===== src/rtl/branch_predict_unit.sv =====
// Branch resolution plus a direct-mapped BHT/BTB for fetch-stage prediction.
// Fetch reads combinationally; execute resolves and trains the tables on the clock edge.
module branch_predict_unit #(
  parameter int DATA_WIDTH  = 32,
  parameter int BHT_ENTRIES = 64,
  parameter int COUNT_WIDTH = 32
) (
  input  logic                   clk,
  input  logic                   rst,
  input  logic [DATA_WIDTH-1:0]  f_pc,
  output logic                   f_pred_taken,
  output logic [DATA_WIDTH-1:0]  f_pred_target,
  input  logic                   ex_valid,
  input  logic [DATA_WIDTH-1:0]  ex_pc,
  input  logic [DATA_WIDTH-1:0]  ex_target,
  input  logic                   ex_pred_taken,
  input  logic [DATA_WIDTH-1:0]  ex_pred_target,
  input  logic [DATA_WIDTH-1:0]  data_1,
  input  logic [DATA_WIDTH-1:0]  data_2,
  input  logic [2:0]             branch_sel,
  input  logic                   perf_clr,
  output logic                   ex_taken,
  output logic                   ex_mispredict,
  output logic [DATA_WIDTH-1:0]  ex_redirect_pc,
  output logic [COUNT_WIDTH-1:0] branch_count,
  output logic [COUNT_WIDTH-1:0] mispredict_count
);

  localparam int IDX_W = $clog2(BHT_ENTRIES);

  localparam logic [2:0] SEL_BEQ  = 3'b000;
  localparam logic [2:0] SEL_BNE  = 3'b001;
  localparam logic [2:0] SEL_NONE = 3'b010;
  localparam logic [2:0] SEL_JUMP = 3'b011;
  localparam logic [2:0] SEL_BLT  = 3'b100;
  localparam logic [2:0] SEL_BGE  = 3'b101;
  localparam logic [2:0] SEL_BGEU = 3'b110;
  localparam logic [2:0] SEL_BLTU = 3'b111;

  function automatic logic [1:0] ctr_sat(input logic [1:0] c, input logic taken);
    if (taken) return (c == 2'b11) ? c : c + 2'd1;
    else       return (c == 2'b00) ? c : c - 2'd1;
  endfunction

  function automatic logic [COUNT_WIDTH-1:0] cnt_next(input logic [COUNT_WIDTH-1:0] c,
                                                      input logic clr, input logic inc);
    if (clr)      return '0;
    else if (inc) return c + COUNT_WIDTH'(1);
    else          return c;
  endfunction

  logic [1:0]            ctr [BHT_ENTRIES];
  logic [BHT_ENTRIES-1:0] v;
  logic [DATA_WIDTH-1:0] tgt [BHT_ENTRIES];

  logic [IDX_W-1:0] f_idx;
  logic [IDX_W-1:0] ex_idx;
  logic             unused_f_pc;

  assign f_idx       = f_pc[IDX_W+1:2];
  assign ex_idx      = ex_pc[IDX_W+1:2];
  assign unused_f_pc = ^{f_pc[DATA_WIDTH-1:IDX_W+2], f_pc[1:0]};

  // Fetch: read old table contents; writes become visible after the edge
  assign f_pred_taken  = v[f_idx] & ctr[f_idx][1];
  assign f_pred_target = tgt[f_idx];

  logic signed [DATA_WIDTH-1:0] op_a;
  logic signed [DATA_WIDTH-1:0] op_b;
  logic                         eq;
  logic                         lt_s;
  logic                         lt_u;
  logic                         cond_taken;

  assign op_a = data_1;
  assign op_b = data_2;
  assign eq   = (data_1 == data_2);
  assign lt_s = (op_a < op_b);
  assign lt_u = (data_1 < data_2);

  always_comb begin
    cond_taken = 1'b0;
    case (branch_sel)
      SEL_BEQ:  cond_taken = eq;
      SEL_BNE:  cond_taken = ~eq;
      SEL_NONE: cond_taken = 1'b0;
      SEL_JUMP: cond_taken = 1'b1;
      SEL_BLT:  cond_taken = lt_s;
      SEL_BGE:  cond_taken = ~lt_s;
      SEL_BGEU: cond_taken = ~lt_u;
      SEL_BLTU: cond_taken = lt_u;
      default:  cond_taken = 1'b0;
    endcase
  end

  // Resolve: a predicted-taken non-branch (alias) also counts as a mispredict
  assign ex_taken       = ex_valid & cond_taken;
  assign ex_mispredict  = ex_valid &
                          ((ex_taken != ex_pred_taken) |
                           (ex_taken & ex_pred_taken & (ex_pred_target != ex_target)));
  assign ex_redirect_pc = ex_taken ? ex_target : ex_pc + DATA_WIDTH'(4);

  logic upd;
  assign upd = ex_valid & (branch_sel != SEL_NONE);

  // Table update on the resolving edge
  always_ff @(posedge clk or posedge rst) begin
    if (rst) begin
      for (int i = 0; i < BHT_ENTRIES; i++) begin
        ctr[i] <= 2'b01;
        tgt[i] <= '0;
      end
      v <= '0;
    end else if (upd) begin
      v[ex_idx] <= 1'b1;
      if (branch_sel == SEL_JUMP) begin
        ctr[ex_idx] <= 2'b11;
        tgt[ex_idx] <= ex_target;
      end else begin
        ctr[ex_idx] <= ctr_sat(ctr[ex_idx], ex_taken);
        if (ex_taken) tgt[ex_idx] <= ex_target;
      end
    end
  end

  always_ff @(posedge clk or posedge rst) begin
    if (rst) begin
      branch_count     <= '0;
      mispredict_count <= '0;
    end else begin
      branch_count     <= cnt_next(branch_count, perf_clr, upd);
      mispredict_count <= cnt_next(mispredict_count, perf_clr, ex_mispredict);
    end
  end

endmodule


===== config.mk =====
export PLATFORM = sky130hd
export DESIGN_NAME = branch_predict_unit
export DESIGN_NICKNAME = d
export VERILOG_FILES = /design/src/rtl/branch_predict_unit.sv
export SDC_FILE = /design/constraint.sdc
export NUM_CORES = 2
export LEC_CHECK = 0
export BUFFER_PORTS_ARGS = -buffer_cell sky130_fd_sc_hd__buf_2
export CAP_MARGIN = 20
export CORE_MARGIN = 1
export CORE_UTILIZATION = 65
export CTS_BUF_LIST = sky130_fd_sc_hd__clkbuf_8
export DETAILED_ROUTE_END_ITERATION = 12
export GPL_TIMING_DRIVEN = 0
export PLACE_DENSITY = 0.88
export SYNTH_ARGS = -nofsm -noshare
export SYNTH_HDL_FRONTEND = slang
export SYNTH_SLANG_ARGS = --single-unit

===== constraint.sdc =====
create_clock -name clk -period 104.9 [get_ports clk]
set_clock_uncertainty 0.15 [all_clocks]
set_input_delay 10.49 -clock clk [delete_from_list [all_inputs] [get_ports clk]]
set_output_delay 10.49 -clock clk [all_outputs]
set_load 0.03 [all_outputs]

; Word-level counts from Yosys, hierarchy flattened
; Index checks and enable logic that the tools add are counted.
[totals]
regBits = 2304
inputBits = 200
out_inout_bits = 131
[classes]
n_addsub = 5
n_lt_le_gt_ge = 8
n_eq_ne = 12
muxes = 33
bitwise = 14
reduce_logical = 8
[op_table]
columns = op, count
row1 = 2048-bit two-way mux, 2
row2 = 2048-bit bitwise mux, 1
row3 = 32-bit two-way mux, 8
row4 = 32-bit binary-select mux with 6-bit select, 1
row5 = 32-bit demux with 6-bit select, 1
row6 = 128-bit bitwise mux, 1
row7 = 128-bit two-way mux, 1
row8 = 128-bit OR, 1
row9 = "32-bit by 1-bit adder with 32-bit output, second input constant", 2
row10 = 32-bit less-than comparator, 2
row11 = 64-bit OR, 1
row12 = "32-bit by 3-bit adder with 32-bit output, second input constant", 1
row13 = 32-bit equality test, 1
row14 = 32-bit != test, 1
row15 = 2-bit binary-select mux with 6-bit select, 2
row16 = 2-bit two-way mux, 10
row17 = "7-bit greater-or-equal comparator, second input constant", 2
row18 = "6-bit by 7-bit less-than comparator with 1-bit output, second input constant", 2
row19 = 6-bit NOT with 7-bit output, 2
row20 = 2-bit demux with 6-bit select, 1
row21 = "3-bit equality test, second input constant", 4
row22 = 1-bit case mux with 8 select lines, 1
row23 = "7-bit by 1-bit less-than comparator with 1-bit output, second input constant", 1
row24 = 1-bit AND, 6
row25 = 18 further kinds, 25

; Depth between registers and ports, before layout
[logic_depth]
ltp_word = 11
ltp_mapped = 21
ltp_nobuf = 17

; Worst setup path after synthesis
; No wires, ideal clock.
[synth_path]
path_type = in2out
from = input data_2[11]
to = output ex_mispredict
arrival_ns = 14.194
required_ns = 94.260
setup_slack_ns = 80.066
stages = 17
path_buffers = 4
path_cell_list = inv_1 > ha_1 > nand4_1 > nor4_2 > a21boi_1 > o41ai_2 > and4_1 > nor4_4 > nand3b_1 > clkbuf_1 > clkbuf_1 > buf_1 > inv_1 > ha_1 > a21boi_0 > o21a_1 > clkbuf_1
[synth_between]
elab_chain_cells = 8
[synth_rtl]
columns = item, line_no
row1 = "start, declared", 19  ; input logic [DATA_WIDTH-1:0] data_2,
row2 = 32-bit less-than comparator (tied with other cells), 79  ; assign lt_u = (data_1 < data_2);
row3 = "1-bit NOT, on equally long branches", "90, 85, 89"
row4 = 1-bit case mux with 8 select lines *, 83  ; case (branch_sel)
row5 = 1-bit AND *, 97  ; assign ex_taken = ex_valid & cond_taken;
row6 = named net ex_taken, 22  ; output logic ex_taken,
row7 = 1-bit AND (2 in a row), 100  ; (ex_taken & ex_pred_taken & (ex_pred_target != ex_target)));
row8 = 1-bit OR *, 99  ; ((ex_taken != ex_pred_taken) |
row9 = 1-bit AND *, 98  ; assign ex_mispredict = ex_valid &
row10 = "end, declared", 23  ; output logic ex_mispredict,
; Mark *: on every way through the listed nets, which the timed path passes. The rest lies on a longest branch.

; Final worst setup path
[layout_path]
from = input ex_pc[2]
to = output ex_redirect_pc[31]
[layout_between]
elab_chain_cells = 2
[layout_rtl]
columns = item, line_no
row1 = "start, declared", 14  ; input logic [DATA_WIDTH-1:0] ex_pc,
row2 = 32-bit by 3-bit adder with 32-bit output, 101  ; assign ex_redirect_pc = ex_taken ? ex_target : ex_pc + DATA_WIDTH'(4);
row3 = 32-bit two-way mux, 101
row4 = "end, declared", 24  ; output logic [DATA_WIDTH-1:0] ex_redirect_pc,
; Every way passes these cells.

==> metrics.md <==
| Metric | Value |
|---|---|
| Die Wd | `408 um` |
| Multi-input logic area | `46300 sq um` |
| Hold Vio Cnt, Final | `0` |
| Layout cell share with drive strength beyond 1 | `0.496` |
| Register area | `57700 sq um` |
| Net switching power | `0.541 mW` |
| Post-CTS Resized | `0` |
| H-tree lvl count | `5` |
| Total power | `2.02 mW` |
| Crit-path max FO | `10` |
| Routed via count | `71100` |
| Final worst path period need | `27110 ps` |
| Vias in the first global route | `73300` |
| Worst setup path start | `ex_pc[2]` |
| CP top delay family | `simple AND/OR/NAND/NOR gates` |
| Internal power | `1.47 mW` |
| Core Area | `163000 sq um` |
| # fillers | `9505` |
| RSZ-0062 raised after global routing | `false` |
| Final design utilization | `0.740` |
| Total wire length | `345 mm` |
| Worst path slowest cell | `nand4_1` |
| Cts bufs inserted | `374` |
| Worst Tran Pin Value | `1310 ps` |
| Pre-antenna DRT Iters | `8` |
| Clk_lat worst skew | `1090 ps` |
| Synth Net Count | `7276` |
| WP data required | `94260 ps` |
| Area grow syn2layout | `12.6%` |
| Critical Path Sink Type | `primary output` |
| Syn Inst Count | `7040` |
| Relative slew slack | `0.121` |
| F_max | `36.9 MHz` |
| Postcts setup bufs | `0` |
| Die area | `167000 sq um` |
| Number of synthesized register bits | `2304` |
| Worst Hold Class | `register to register` |
| Most frequent CP cell | `buf_2` |
| GP Congestion | `1.02` |
| Num Clock Sinks | `2304` |
| Worst EP arrival | `16470 ps` |
| Reg2reg end | `ctr[54]` |
| Global-route wire length before repair | `502 mm` |
| Peak ir drop on the vdd network | `16.0 uV` |
| Chip Height | `408 um` |
| Cell area after synthesis | `107000 sq um` |
| Top cell type's share of synthesized area | `0.522` |
| Sequential share of power | `0.489` |
| Number of flops mapped to enable cells by yosys | `0` |
| Clock power share | `0.395` |
| Pwr per Cell Area | `16.7 nW/um^2` |
| DRC | `0` |
| Total number of yosys warnings | `0` |
| Max Transition Viols Final | `0` |
| Status | `completed` |
| Area after DPL | `113000 sq um` |
| Clock root buffer | `clkbuf_8` |
| Routed wire per std cell | `33.6 um` |
| Reg clk slew, reported paths | `50 ps` |
| Row count | `148` |
| WP buf/inv | `7` |
| Count of hold-fix buffers inserted at cts | `0` |
| Stages on the worst setup path | `16` |
| CTS tree | `done` |
| Max incr delay on CP | `930 ps` |
| Crit Path Class | `input pin to primary output` |
| Avg Cell Area, Syn | `15.2 sq um` |
| Reg2reg setup slack | `101030 ps` |
| Setup_tns | `0 ps` |
| Synth top area cells | `dfrtp_1 (52%), mux2_2 (21%), mux4_2 (14%)` |
| Total grt overflow | `0` |
| Commonest non-fill, non-tap cell in the layout | `dfrtp_1` |
| CP startpoint kind | `input pin` |
| Reg2reg start | `ctr[96]` |
| Worst-path cell chain | `buf_2 -> buf_2 -> buf_2 -> buf_2 -> buf_2 -> buf_2 -> nand3_1 -> nor2_1 -> nand4_1 -> nor2_1 -> nand4_1 -> nor2_1 -> nand4_1 -> xor2_1 -> a21oi_1 -> buf_2` |
| Total global-route track usage | `0.418` |
| IO buf count | `294` |
| Fin nets | `8050` |
| Worst Reg2Reg Path Length in Cells | `8` |
| Part of the power in combinational logic | `0.116` |
| Sequential share of the synthesized area | `0.538` |
| WHS Path Cells | `1` |
| Final setup viols | `0` |
| Vias per std cell | `6.91` |
| Largest net degree at the start of global routing | `143` |
| Post-synth cell types | `67` |
| I/O pins | `331` |
| Sw Ratio | `0.268` |
| Ys async rst share | `1.00` |
| Synth area leader | `dfrtp_1` |
| Post-DRT Antenna Nets | `0` |
| P_leak | `58.1 nW` |
| Hpwl dp | `252 mm` |
| Ys flop type | `dfrtp_1` |
| Initial antenna violation count | `29` |
| Clock buffer depth | `4` |
| Initial Util | `0.657` |
| Setup crit end | `ex_redirect_pc[31]` |
| Post-Layout Inst Area | `121000 sq um` |
| Most frequent cells in the layout | `dfrtp_1 (2240), mux2_2 (2021), mux4_2 (670), clkbuf_8 (472), buf_2 (378)` |
| Max Cap Viol | `0` |
| Final period util | `0.258` |
| Initial DRC Count | `9092` |
## routing by layer
metal,part of all wire,vias to the layer above,GRT usage
met5,0.00034,-,0
met4,0.069,16,0.245
met3,0.14,1195,0.183
met2,0.44,5111,0.593
met1,0.35,37300,0.537
li1,-,27500,-
## registers in the layout, indices dropped and copies added (netlist names)
signal            count
v                    64
branch_count         32
tgt                2048
ctr                 128
mispredict_count     32
## area by class of cell
type / count / area share
multi-input combinational: 4029 / 0.383
clock inverter: 180 / 0.00846
buffer: 659 / 0.0259
clock buffer: 472 / 0.0537
sequential: 2304 / 0.478
timing repair buffer: 398 / 0.0268
antenna: 15 / 0.000311
tap: 2175 / 0.0225
inverter: 48 / 0.00155
## worst min-delay path by stage
| stage | from | endpoint |
|---|---|---|
| 3_3_place_gp | v[40] | v[40] |
| 4_1_cts | v[6] | v[6] |
| 3_5_place_dp | v[20] | v[20] |
| 6_report | v[50] | v[50] |
| 2_1_floorplan | v[19] | v[19] |
| 5_1_grt | v[37] | v[37] |
## cell usage after synthesis (5+ instances only)
master	count
a211oi_1	8
a21oi_1	138
a221oi_1	7
a22o_1	6
a22oi_1	8
a311oi_1	11
a31oi_1	50
and3_1	23
buf_1	67
buf_2	78
buf_4	144
clkbuf_1	370
dfrtp_1	2240
dfstp_2	64
ha_1	36
inv_1	48
mux2_1	80
mux2_2	2021
mux2i_1	28
mux4_2	670
nand2_1	134
nand2b_1	30
nand3_1	61
nand3b_1	5
nand4_1	28
nor2_1	330
nor3_1	27
nor3_2	5
nor3_4	31
o211ai_1	14
o21a_1	5
o21ai_0	48
o22ai_1	5
or2_2	42
or3_1	21
xnor2_1	64
xor2_1	42
## metrics by stage
| step | hold slack, ps | cells | worst slack (ps) |
|---|---|---|---|
| final | 322 | 10300 | 77790 |
| after CTS | 320 | 10200 | 78170 |
| after detailed placement | 305 | 9594 | 78190 |
| after global routing | 332 | 10300 | 77600 |
| after global placement | 301 | 9509 | 10630 |
| after floorplan | 284 | 7040 | 29260 |
## power by group through the flow
| stage | clock network (mW) | logic, mW | registers (mW) |
|---|---|---|---|
| after floorplan | 0 | 0.146 | 0.992 |
| after global placement | 0 | 0.209 | 1.00 |
| after detailed placement | 0 | 0.224 | 0.997 |
| after CTS | 0.792 | 0.226 | 0.983 |
| after global routing | 0.831 | 0.244 | 0.990 |
| final | 0.795 | 0.234 | 0.986 |
## cells by family (layout without fill, tap and decap cells)
kind of cell,count (synthesis),after routing,synth area share
flip-flops,2304,2304,0.538
buffers and inverters,707,1757,0.0307
AND/OR/NAND/NOR,764,764,0.0365
other,0,15,0
multiplexers,2799,2799,0.364
adder cells (fa/ha/maj),37,37,0.00430
AO/OA/AOI/OAI,323,323,0.0183
XOR/XNOR,106,106,0.00865
Power figures use the tool's default switching activity.
